==> config.mk <==
export PLATFORM = sky130hd
export DESIGN_NAME = dot_product
export DESIGN_NICKNAME = d
export VERILOG_FILES = /design/src/rtl/test_arb_parallel_pkg.sv /design/src/rtl/test_arb_parallel_dot_product.sv
export SDC_FILE = /design/constraint.sdc
export NUM_CORES = 1
export LEC_CHECK = 0
export ABC_AREA = 1
export ABC_CLOCK_PERIOD_IN_PS = 9400
export CAP_MARGIN = 20
export CORE_MARGIN = 2
export CORE_UTILIZATION = 50
export DETAILED_ROUTE_END_ITERATION = 8
export GPL_TIMING_DRIVEN = 0
export PLACE_DENSITY = 0.76
export SLEW_MARGIN = 20
export SYNTH_ARGS = -nofsm -noshare
export SYNTH_HDL_FRONTEND = slang
export SYNTH_SLANG_ARGS = --single-unit
==> constraint.sdc <==
create_clock -name vclk -period 9.4
set_input_delay 1.41 -clock vclk [all_inputs]
set_output_delay 1.41 -clock vclk [all_outputs]
set_load 0.03 [all_outputs]
==> src/rtl/test_arb_parallel_pkg.sv <==
// Shared types and constants for the parallel matrix-multiply block.
//   state_t : sequencing states (LOAD, COMPUTE, OUT, DONE)
//   ELEM_W  : width of one input matrix element
//   PROD_W  : width of one element product
//   RES_W   : width of one result element / accumulator
package test_arb_parallel_pkg;

   localparam int unsigned ELEM_W = 8;
   localparam int unsigned PROD_W = 2 * ELEM_W;
   localparam int unsigned RES_W  = 64;

   typedef enum logic [1:0] {
      LOAD    = 2'd0,
      COMPUTE = 2'd1,
      OUT     = 2'd2,
      DONE    = 2'd3
   } state_t;

endpackage

==> src/rtl/test_arb_parallel_dot_product.sv <==
// Combinational unsigned dot product of one row and one column.
//   row   : LEN packed 8-bit elements, element 0 in the most-significant byte
//   col   : LEN packed 8-bit elements, same packing as row
//   sum_c : full-precision sum of the LEN element products
module dot_product
   import test_arb_parallel_pkg::*;
#(
   parameter int unsigned LEN = 5
) (
   input  logic [LEN*ELEM_W-1:0] row,
   input  logic [LEN*ELEM_W-1:0] col,
   output logic [RES_W-1:0]      sum_c
);

   logic [PROD_W-1:0] prod;

   // Multiply-accumulate across the vector; each product is 16 bits, sum is 64 bits.
   always_comb begin
      prod  = '0;
      sum_c = '0;
      for (int k = 0; k < int'(LEN); k++) begin
         prod  = PROD_W'(row[LEN*ELEM_W-1-ELEM_W*k -: ELEM_W]) *
                 PROD_W'(col[LEN*ELEM_W-1-ELEM_W*k -: ELEM_W]);
         sum_c = sum_c + RES_W'(prod);
      end
   end

endmodule

# [After elaboration in Yosys (flattened, before gate mapping)]
# Cells that the tools add are included.
[word_totals] out_inout_bits=64 regBits=0 elab_cells=9 in_bits=80
[op_classes] add_sub_neg=4 n_mul=5
[ops] operator="$mul A8 B8 Y16" n=5
[ops] operator="$add A19 B16 Y20" n=1
[ops] operator="$add A18 B16 Y19" n=1
[ops] operator="$add A17 B16 Y18" n=1
[ops] operator="$add A16 B16 Y17" n=1

# [Depth between registers and ports, before layout]
# Gate-level depths: netlist of the first run.
[logic_depth] depth_word=5 ltp_mapped=28 ltp_nobuf=27

# [Least setup slack after synthesis of the first run]
# No wires, ideal clock.
[synth_path] kind="input-to-output" start="input port row[36]" end="output port sum_c[9]" required_ps=7990 path_buffers=1 slack_ps=891 t_arrival_ps=7099 cell_stages=21 path_cell_list="clkbuf_1 > nand2_1 > fa_1 > inv_1 > fa_1 > fa_1 > inv_1 > fa_1 > fa_1 > inv_1 > fa_1 > fa_1 > inv_1 > fa_1 > inv_1 > ha_1 > nand2_1 > inv_1 > a21oi_1 > nand2_2 > xor2_1"
[synth_via] elab_chain_cells=5
[synth_lines] item="start, declared" line="test_arb_parallel_dot_product.sv:10" text="input logic [LEN*ELEM_W-1:0] row,"
[synth_lines] item="$mul A8 B8 Y16" line="test_arb_parallel_dot_product.sv:22" text="prod = PROD_W'(row[LEN*ELEM_W-1-ELEM_W*k -: ELEM_W]) *"
[synth_lines] item="$add A16 B16 Y17" line="test_arb_parallel_dot_product.sv:24" text="sum_c = sum_c + RES_W'(prod);"
[synth_lines] item="$add A17 B16 Y18" line="test_arb_parallel_dot_product.sv:24"
[synth_lines] item="$add A18 B16 Y19" line="test_arb_parallel_dot_product.sv:24"
[synth_lines] item="$add A19 B16 Y20" line="test_arb_parallel_dot_product.sv:24"
[synth_lines] item="end, declared" line="test_arb_parallel_dot_product.sv:12" text="output logic [RES_W-1:0] sum_c"
# No other way between the ends.

# [Worst setup path in the final report of the first run]
[layout_path] start="input port row[18]" end="output port sum_c[12]"
[layout_via] elab_chain_cells=4
[layout_lines] item="$mul A8 B8 Y16" line="test_arb_parallel_dot_product.sv:22"
[layout_lines] item="$add A17 B16 Y18" line="test_arb_parallel_dot_product.sv:24"
[layout_lines] item="$add A18 B16 Y19" line="test_arb_parallel_dot_product.sv:24"
[layout_lines] item="$add A19 B16 Y20" line="test_arb_parallel_dot_product.sv:24"
# No other way between the ends.

==> results of run 1 <==
cell type report:
type                            count  share of cell area, %
Buffer                            124                   5.13
Tap cell                          324                   3.04
Multi-Input combinational cell    949                   73.1
Timing Repair Buffer               20                   1.66
Inverter                          607                   17.1
synthesized netlist by cell type (all sizes together):
library cell,n
inv,607
nand2,417
fa,289
ha,152
clkbuf,80
buf,44
nand3,11
nor2,11
a21oi,10
xor2,5
nor3,3
nand3b,2
or2,2
xnor2,2
conb,1
o31ai,1
metal layers:
metal	wire length [um]	track usage [%]	vias to the layer above
met5	0	0	-
met4	354	2.37	0
met3	1340	1.23	24
met2	13500	37.9	262
met1	11300	29.8	4576
li1	-	-	4440
repair_timing:
action / CTS / global route
gates cloned: 0 / 0
setup endpoints to repair: 8 / 13
resized for setup: 6 / 85
worst min path at each step:
stage,from,end,slack [ns],cells after the start
after floorplan,row[32],sum_c[0],3.41,4
after global placement,row[32],sum_c[0],4.04,5
after detailed placement,row[32],sum_c[0],4.04,5
after CTS,row[32],sum_c[0],4.05,5
after global routing,row[32],sum_c[0],4.00,5
final,row[32],sum_c[0],3.95,5
kinds of logic (layout without fill, tap and decap cells):
family / count (synthesis) / after routing / share of synthesized area [%]
fa+ha+maj: 441 / 441 / 61.5
xor+xnor: 7 / 7 / 0.490
simple gates: 446 / 446 / 14.3
compound gates: 11 / 11 / 0.460
buf+inv: 731 / 751 / 23.3
other cells: 1 / 44 / 0.0300
critical path, delay by kind of cell:
kind / cells / cell delay [ns]
and+or+nand+nor: 8 / 0.83
adders and majority gates: 9 / 4.34
buffers and inverters: 5 / 1.19
per-stage QoR:
step	std cells	utilization [%]	worst slack, ns
floorplan	1680	-	0.891
global route	2024	54.6	0.0295
CTS	2024	54.3	0.000793
detailed placement	2024	54.2	-0.0452
finish	2024	54.6	0.230
global placement	2024	54.2	0.0128
==> summary by stage, run 1 <==
Layout
In the layout the commonest cells are sky130_fd_sc_hd__inv_1 (603), sky130_fd_sc_hd__nand2_1 (407), sky130_fd_sc_hd__fa_1 (289). The fraction of layout cells with a size suffix above 1 is 6.41%. The clock buffers instantiated in the layout total 0.

Sequential cells placed in the final layout were counted as 0. The footprint of the flip-flops and latches is 0 um^2. 0 antenna diodes ended up in the layout.

Fill cells in the final layout number 2262. After routing the design area is 0.0133 mm^2. The final layout net count is 2223. From synthesis to final layout, the design area changed by 6.73%. The multi-input combinational cells in the finished layout cover a total of 0.00976 mm^2. Leaving out fill and tap cells, the most frequent cell in the layout is sky130_fd_sc_hd__inv_1.

Clocking
The number of setup buffers added after CTS is 0. Buffers inserted to repair hold after CTS numbered 0.

Route
The detailed router finished its first iteration with 518 violations. The number of search-and-repair iterations in the first detailed-routing pass is 5. Once detail routing completed, the nets flagged for antenna violations numbered 0. The average wire per cell in the routed design is 13.1 um.

The routed layout has 9302 vias. Wires add up to 26500 um. In the routed design, unresolved DRC markers number 0. The ratio of routed vias to standard cells is 4.60.

Placement
During placement, the flow inserted port buffers numbering 20. The routability congestion estimate is 0.884. Once detailed placement completed, the half-perimeter wirelength came to 24400 um.

After detailed placement, the total cell area comes to 0.0133 mm^2.

Global route
The total overflow left after global routing is 0. The global-route wire length before repair is 45500 um. Global routing consumed, over all layers together, 21.3% of the routing resources. Entering global routing, the biggest net connects 9 pins. The via count of the first global-routing pass is 9697.

The number of antenna violations at the first check in global routing was 0.

Setup path
The worst setup path is captured at an output pin. The highest-delay cell along the critical path is sky130_fd_sc_hd__clkdlybuf4s50_1. The launching element of the worst setup path is row[18]. STA puts the critical path data arrival time at 7.76 ns.

STA classifies the critical path startpoint as a primary input. The critical path goes through clkbuf_1, nand2_1, fa_1, fa_1, fa_1, inv_1, fa_1, fa_1, fa_1, inv_1, fa_1, inv_1, fa_1, ha_1, nand2_1, nand3b_1, nand2_2, nand2_1, nand2_1, nand2_1, nand2_1, clkdlybuf4s50_1. Among the stages of the critical path, the cell type that occurs most often is sky130_fd_sc_hd__fa_1. The biggest fanout along the worst timing path is 8. By startpoint and endpoint, the worst setup path is classified as primary input to output pin.

At the worst endpoint, the required time is 7.99 ns. The largest single stage delay on the critical path is 0.67 ns. The critical path ends at sum_c[12].

Yosys
By area the synthesized netlist is led by sky130_fd_sc_hd__fa_1 (46%), sky130_fd_sc_hd__inv_1 (18%), sky130_fd_sc_hd__ha_1 (15%), sky130_fd_sc_hd__nand2_1 (12%), sky130_fd_sc_hd__buf_4 (2.6%). Summing every instance area after synthesis gives 0.0125 mm^2. The post-synthesis average cell area is 7.64 um^2. The library cell with the largest summed area after synthesis is sky130_fd_sc_hd__fa_1. The number of warnings issued by yosys is 0. The number of different library cells in the post-synthesis netlist is 23. Synthesis produced 1637 cells. The share of the Yosys chip area taken by registers is 0%. The share of synthesized area in the top cell type comes to 46.3%.

Die
The die is 162 um tall. The total I/O pin count is 144. The total core area is 0.0245 mm^2. Row generation in the floorplan step produced 57 rows. The die area is 0.0263 mm^2. For this configuration, the core starts out at a cell density of 51.1%. Measured along the x axis, the die boundary spans 162 um.

STA
The share of the clock period used by the worst path is 97.6%. For the final routed database, the setup TNS stands at 0 ns. The headroom to the max-slew limit is 66.2%. The number of endpoints with negative hold slack in the final report is 0. Derived from the worst setup path, the maximum achievable clock frequency is 109 MHz. Setup repair after global routing left no endpoint under its margin. The final max-slew violation count is 0. On the final layout, the worst hold slack is 3.95 ns. The smallest clock period supported by the final layout is computed as 9.17 ns. Setup violations remaining at the end of the flow were counted as 0. At the pin with the least slew margin, the transition time is 0.506 ns.

Job
Max-cap violations in this run came to 0.

Run status
The run finished with clean final reports.

Min path
The worst hold path belongs to the class primary input to output pin.
Power of run 1 is not shown: default switching activity piles up to over one toggle a cycle in this logic, so the estimate is an artifact.
==> run 2, diff against run 1 <==
--- a/config.mk
+++ b/config.mk
@@ -6,13 +6,14 @@
 export NUM_CORES = 1
 export LEC_CHECK = 0
 export ABC_AREA = 1
-export ABC_CLOCK_PERIOD_IN_PS = 9400
+export ABC_CLOCK_PERIOD_IN_PS = 8400
 export CAP_MARGIN = 20
 export CORE_MARGIN = 2
 export CORE_UTILIZATION = 50
 export DETAILED_ROUTE_END_ITERATION = 8
 export GPL_TIMING_DRIVEN = 0
-export PLACE_DENSITY = 0.76
+export PLACE_DENSITY = 0.79
+export SKIP_LAST_GASP = 1
 export SLEW_MARGIN = 20
 export SYNTH_ARGS = -nofsm -noshare
 export SYNTH_HDL_FRONTEND = slang
==> constraint.sdc (replaced) <==
create_clock -name vclk -period 8.4
set_input_delay 1.26 -clock vclk [all_inputs]
set_output_delay 1.26 -clock vclk [all_outputs]
set_load 0.03 [all_outputs]
==> run 2 against run 1 <==
Against the previous run:
- design area is 2.6% higher
- setup slack worse by 0.15 ns
- final cell count is 0.20% higher
- via count is 1.4% higher
- critical endpoint is now sum_c[10]
- largest cell class unchanged
==> summary by stage, run 2 (synthesis gave the netlist of run 1 again) <==
Setup path
The category of the critical setup timing path is primary input to output pin (unchanged). Worst-path cell chain: buf_4, nand2_1, fa_1, fa_1, inv_1, fa_1, inv_1, fa_1, fa_1, inv_1, fa_1, inv_1, fa_1, inv_1, fa_1, ha_4, nand2_1, nor2_1, nand3_2, nand2_4, xor2_1, buf_2 (was clkbuf_1, nand2_1, fa_1, fa_1, fa_1, inv_1, fa_1, fa_1, fa_1, inv_1, fa_1, inv_1, fa_1, ha_1, nand2_1, nand3b_1, nand2_2, nand2_1, nand2_1, nand2_1, nand2_1, clkdlybuf4s50_1). The data required time at the worst endpoint is 7.14 ns (was 7.99 ns). The end point of the critical path is sum_c[10] (was sum_c[12]). The most repeated library cell on the critical path is sky130_fd_sc_hd__fa_1 (unchanged).

The stage delay of the slowest cell on the critical path was 0.56 ns (was 0.67 ns). The sort of element at the end of the critical path is an output pin (unchanged). The count of buffering cells on the critical path with inverters included is 7 (was 5). The arrival time at the worst endpoint is 7.06 ns (was 7.76 ns). The biggest fanout along the worst timing path is 8 (unchanged). The sort of element at the start of the critical path is a primary input (unchanged). The number of cells on the critical path is 22 (unchanged). The launching element of the worst setup path is row[4] (was row[18]). The highest-delay cell along the critical path is sky130_fd_sc_hd__fa_1 (was sky130_fd_sc_hd__clkdlybuf4s50_1). The kind of cell adding the most delay to the critical path is adder cells (unchanged).

Die
The total core area is 0.0245 mm^2 (unchanged). The number of cell rows is 57 (unchanged). The initial core utilization is 51.1% (unchanged). The horizontal die dimension is 162 um (unchanged).

The die height is 162 um (unchanged). The die area is 0.0263 mm^2 (unchanged). The total I/O pin count is 144 (unchanged).

Run status
Outcome: completed (unchanged).

Global route
The remaining global-route overflow is 0 (unchanged). The global-route wire length before repair is 46300 um (was 45500 um). The via count of the first global-routing pass is 9968 (was 9697). The global router's overall resource usage is 21.7% (was 21.3%). The pin count of the biggest net entering global routing is 9 (unchanged). The number of antenna violations at the first check in global routing is 2 (was 0).

Layout
The number of sequential cells came to 0 (unchanged). The final layout net count came to 2225 (was 2223). The final cell count without fillers is 2028 (was 2024). The post-route cell area is 0.0137 mm^2 (was 0.0133 mm^2). The fraction of layout cells with a size suffix above 1 is 11.6% (was 6.41%). The area overhead of the layout relative to synthesis was 9.52% (was 6.73%).

The number of fill cells is 2169 (was 2262). The commonest non-fill, non-tap cell in the layout is sky130_fd_sc_hd__inv_1 (unchanged). The footprint of the flip-flops and latches came to 0 um^2 (unchanged).

The multi-input gate area in the final layout came to 0.00994 mm^2 (was 0.00976 mm^2). Most used cells in the layout excluding fill and tap cells: sky130_fd_sc_hd__inv_1 (598), sky130_fd_sc_hd__nand2_1 (390), sky130_fd_sc_hd__fa_1 (281) (was sky130_fd_sc_hd__inv_1 (603), sky130_fd_sc_hd__nand2_1 (407), sky130_fd_sc_hd__fa_1 (289)). The number of clock buffer instances in the layout is 0 (unchanged).

STA
The final max-slew violation count was 0 (unchanged). The final worst-path setup slack is 0.0795 ns (was 0.230 ns). The number of endpoints with negative hold slack in the final report is 0 (unchanged).

The setup TNS is 0 ns (unchanged). The final number of setup-violating endpoints came to 0 (unchanged). Derived from the worst setup path, the maximum achievable clock frequency is 120 MHz.

Setup repair after global routing missed its margin: yes (was no). After layout, the worst path uses 99.1% of the clock period. Counting I/O delays and the setup requirement, the final critical path takes 8.32 ns.

Min path
The classification of the worst-slack hold path is primary input to output pin (unchanged).

Route
The final wirelength is 27500 um (was 26500 um). The number of nets with antenna violations after detailed routing was 0 (unchanged). The final routed DRC violation total came to 0 (unchanged). The average wire per cell in the routed design is 13.6 um (was 13.1 um). The violation count after the first detailed-route iteration is 549 (was 518). The ratio of routed vias to standard cells is 4.65 (was 4.60).

The total via count in the routed design is 9428 (was 9302). The number of search-and-repair iterations in the first detailed-routing pass was 5 (unchanged).

Placement
The post-place instance area is 0.0133 mm^2 (unchanged). The placement-stage worst setup slack is -0.826 ns (was -0.0452 ns). The detailed placement HPWL was 24800 um (was 24400 um). The number of cells in the design after placement came to 2024 (unchanged). The number of buffers inserted by port buffering came to 20 (unchanged). The routability congestion estimate was 0.938 (was 0.884).

Job
The reported max-cap violation count is 0 (unchanged).
run 2: cell types whose count changed in the layout (fill, tap and decap cells not counted), sizes merged:
cell,change
diode,+2
clkbuf,-27
clkdlybuf4s50,-5
buf,+42
dlymetal6s2s,-8
run 2: metal layers:
layer	GRT usage, %	part of all wire, %
met1	28.5	38
met2	39.6	54
met3	2.15	6.4
met4	3.66	1.6
met5	0	0
run 2: area by class of cell:
type	count	share of cell area, %
Multi-Input combinational cell	949	72.6
Inverter	607	16.6
Antenna cell	2	0.0365
Buffer	124	6.32
Timing Repair Buffer	22	1.45
Tap cell	324	2.96
run 2: how the worst min path moves through the flow:
stage          startpoint  endpoint  cells after the start
3_5_place_dp      row[32]  sum_c[0]                      5
5_1_grt           row[32]  sum_c[0]                      5
6_report          row[32]  sum_c[0]                      5
3_3_place_gp      col[32]  sum_c[0]                      5
2_1_floorplan     row[32]  sum_c[0]                      4
4_1_cts           row[32]  sum_c[0]                      5
run 2: repair_timing:
| action | 4_1_cts | 5_1_grt |
|---|---|---|
| pin swaps | 0 | 34 |
| setup endpoints to repair | 15 | 15 |
| gates resized for setup | 123 | 217 |
| buffers inserted | 0 | 2 |
| hold buffers | 0 | 0 |
run 2: worst min-delay path: cells and delay by family:
kind | cells | cell delay [ns]
adder cells (fa/ha/maj) | 1 | 0.12
buffers and inverters | 3 | 0.88
AND/OR/NAND/NOR | 1 | 0.06
run 2: through the flow:
| step | utilization, % | hold WS (ns) |
|---|---|---|
| 2_1_floorplan | - | 3.11 |
| 6_report | 56.0 | 3.59 |
| 4_1_cts | 54.4 | 3.63 |
| 3_5_place_dp | 54.2 | 3.71 |
| 3_3_place_gp | 54.2 | 3.73 |
| 5_1_grt | 56.0 | 3.63 |
Power of run 2 is left out for the same reason.
==> run 3, diff against run 2 <==
--- a/config.mk
+++ b/config.mk
@@ -14,7 +14,6 @@
 export GPL_TIMING_DRIVEN = 0
 export PLACE_DENSITY = 0.79
 export SKIP_LAST_GASP = 1
-export SLEW_MARGIN = 20
 export SYNTH_ARGS = -nofsm -noshare
 export SYNTH_HDL_FRONTEND = slang
 export SYNTH_SLANG_ARGS = --single-unit
==> results of run 3 <==
Final layout, timing and power as in run 2 (identical DEF).
Power of run 3 is left out for the same reason.
==> patch: new RTL, settings of run 3 <==
Change the parameter `LEN` from 5 to 4.
--- a/src/rtl/test_arb_parallel_dot_product.sv
+++ b/src/rtl/test_arb_parallel_dot_product.sv
@@ -5,7 +5,7 @@
 module dot_product
    import test_arb_parallel_pkg::*;
 #(
-   parameter int unsigned LEN = 5
+   parameter int unsigned LEN = 4
 ) (
    input  logic [LEN*ELEM_W-1:0] row,
    input  logic [LEN*ELEM_W-1:0] col,
Ports: changed (resized col and row); port bits go from 144 to 128. The function was not compared with the original's and may differ.
==> patch against run 3 <==
  * Final area fell by 21%
  * Wire length down 25%
  * Synthesized area shrank 19%
  * Setup slack better by 0.13 ns
  * Non-clock buffer count shrank 18
  * Largest cell class unchanged
Power is left out: the tool's default activity adds up to more than one toggle a clock period on the data nets, which glitch-free logic cannot reach.
==> patch: results (changes against run 3) <==
metric	value	unit	change
vias in the first global route	8065		was 9968
total vias in the final route	7624		was 9428
highest-delay cell along the critical path	fa_1		unchanged
top post-synthesis cells by count	inv_1, nand2_1, fa_1, ha_1, clkbuf_1		unchanged
ranking of synthesized cells by area	fa_1, inv_1, ha_1		unchanged
met2 WL	10700	µm	was 14800 µm
met2 usage	0.379		was 0.396
layout cells sized above 1	0.0927		was 0.116
post-synth cell types	21		was 23
Warnings, synthesis	0		unchanged
status	finished clean		unchanged
antenna violations before repair	0		was 2
WL met3	1350	µm	was 1760 µm
Post-CTS Setup Bufs	0		unchanged
WL final	20600	µm	was 27500 µm
Seq/Total Area, Yosys	0		unchanged
met1 Usage GRT	0.265		was 0.285
Worst Hold Class	primary input to output pin		unchanged
largest net degree at the start of global routing	9		unchanged
top routing layer in use	met4		unchanged
CLK BUF	0		unchanged
DR pass1 iterations	8		was 5
wire length on met1	8200	µm	was 10500 µm
IO Port Bufs	19		was 20
nets@finish	1823		was 2225
FF+latch count	0		unchanged
Worst EP arrival	6.93	ns	was 7.06 ns
first-pass GRT wire length	35900	µm	was 46300 µm
met3 usage	0.0131		was 0.0215
antenna cells	0		was 2
post-DP HPWL	19000	µm	was 24800 µm
gpl congestion	0.889		was 0.938
family with the most delay on the worst path	adder cells		unchanged
DR iter-0 viols	467		was 549
crit-path max cell delay	0.59	ns	was 0.56 ns
GRT Total Usage	0.201		was 0.217
critical path peak fanout	8		unchanged
[patch: cell count changes after synthesis, moves of 4 or more]
cell      before  now
a21oi_1       10    6
ha_1         152  130
fa_1         289  225
clkbuf_1      80   64
inv_1        603  490
nand2_1      407  331
[patch: final cells by class]
class                      instances  area [µm²]
tap                              265         332
buffer                           109         647
inverter                         494        1850
timing repair buffer              19         138
multi-input combinational        780        7910
fill                            1856        8770
[patch: kinds of logic (layout without fill, tap and decap cells)]
| kind of cell | after synthesis | count (layout) | share of synthesized area |
|---|---|---|---|
| fa+ha+maj | 355 | 355 | 0.607 |
| compound gates | 8 | 8 | 0.00471 |
| other cells | 1 | 45 | 0.000371 |
| simple gates | 365 | 365 | 0.141 |
| buf+inv | 603 | 622 | 0.241 |
| xor+xnor | 7 | 7 | 0.00607 |
[patch: worst paths after layout]
kind / from / end / slack (ns) / depth (start not counted)
setup / recovery: row[15] / sum_c[17] / 0.21 / 22
hold / removal: row[24] / sum_c[0] / 3.67 / 5
[patch: through the flow]
stage / hold slack [ns] / setup slack [ns] / cell area, µm² / cells
after global placement: 3.70 / -0.497 / 10800 / 1667
final: 3.67 / 0.210 / 10900 / 1667
after CTS: 3.74 / -0.115 / 10800 / 1667
after floorplan: 3.11 / 0.297 / 10300 / 1383
after detailed placement: 3.74 / -0.545 / 10800 / 1667
after global routing: 3.70 / -0.0646 / 10900 / 1667
[patch: repair_timing]
action | CTS | global route
gates resized for setup | 54 | 95
endpoints found under the setup margin | 14 | 14
pin swaps | 0 | 2
cloned | 0 | 0
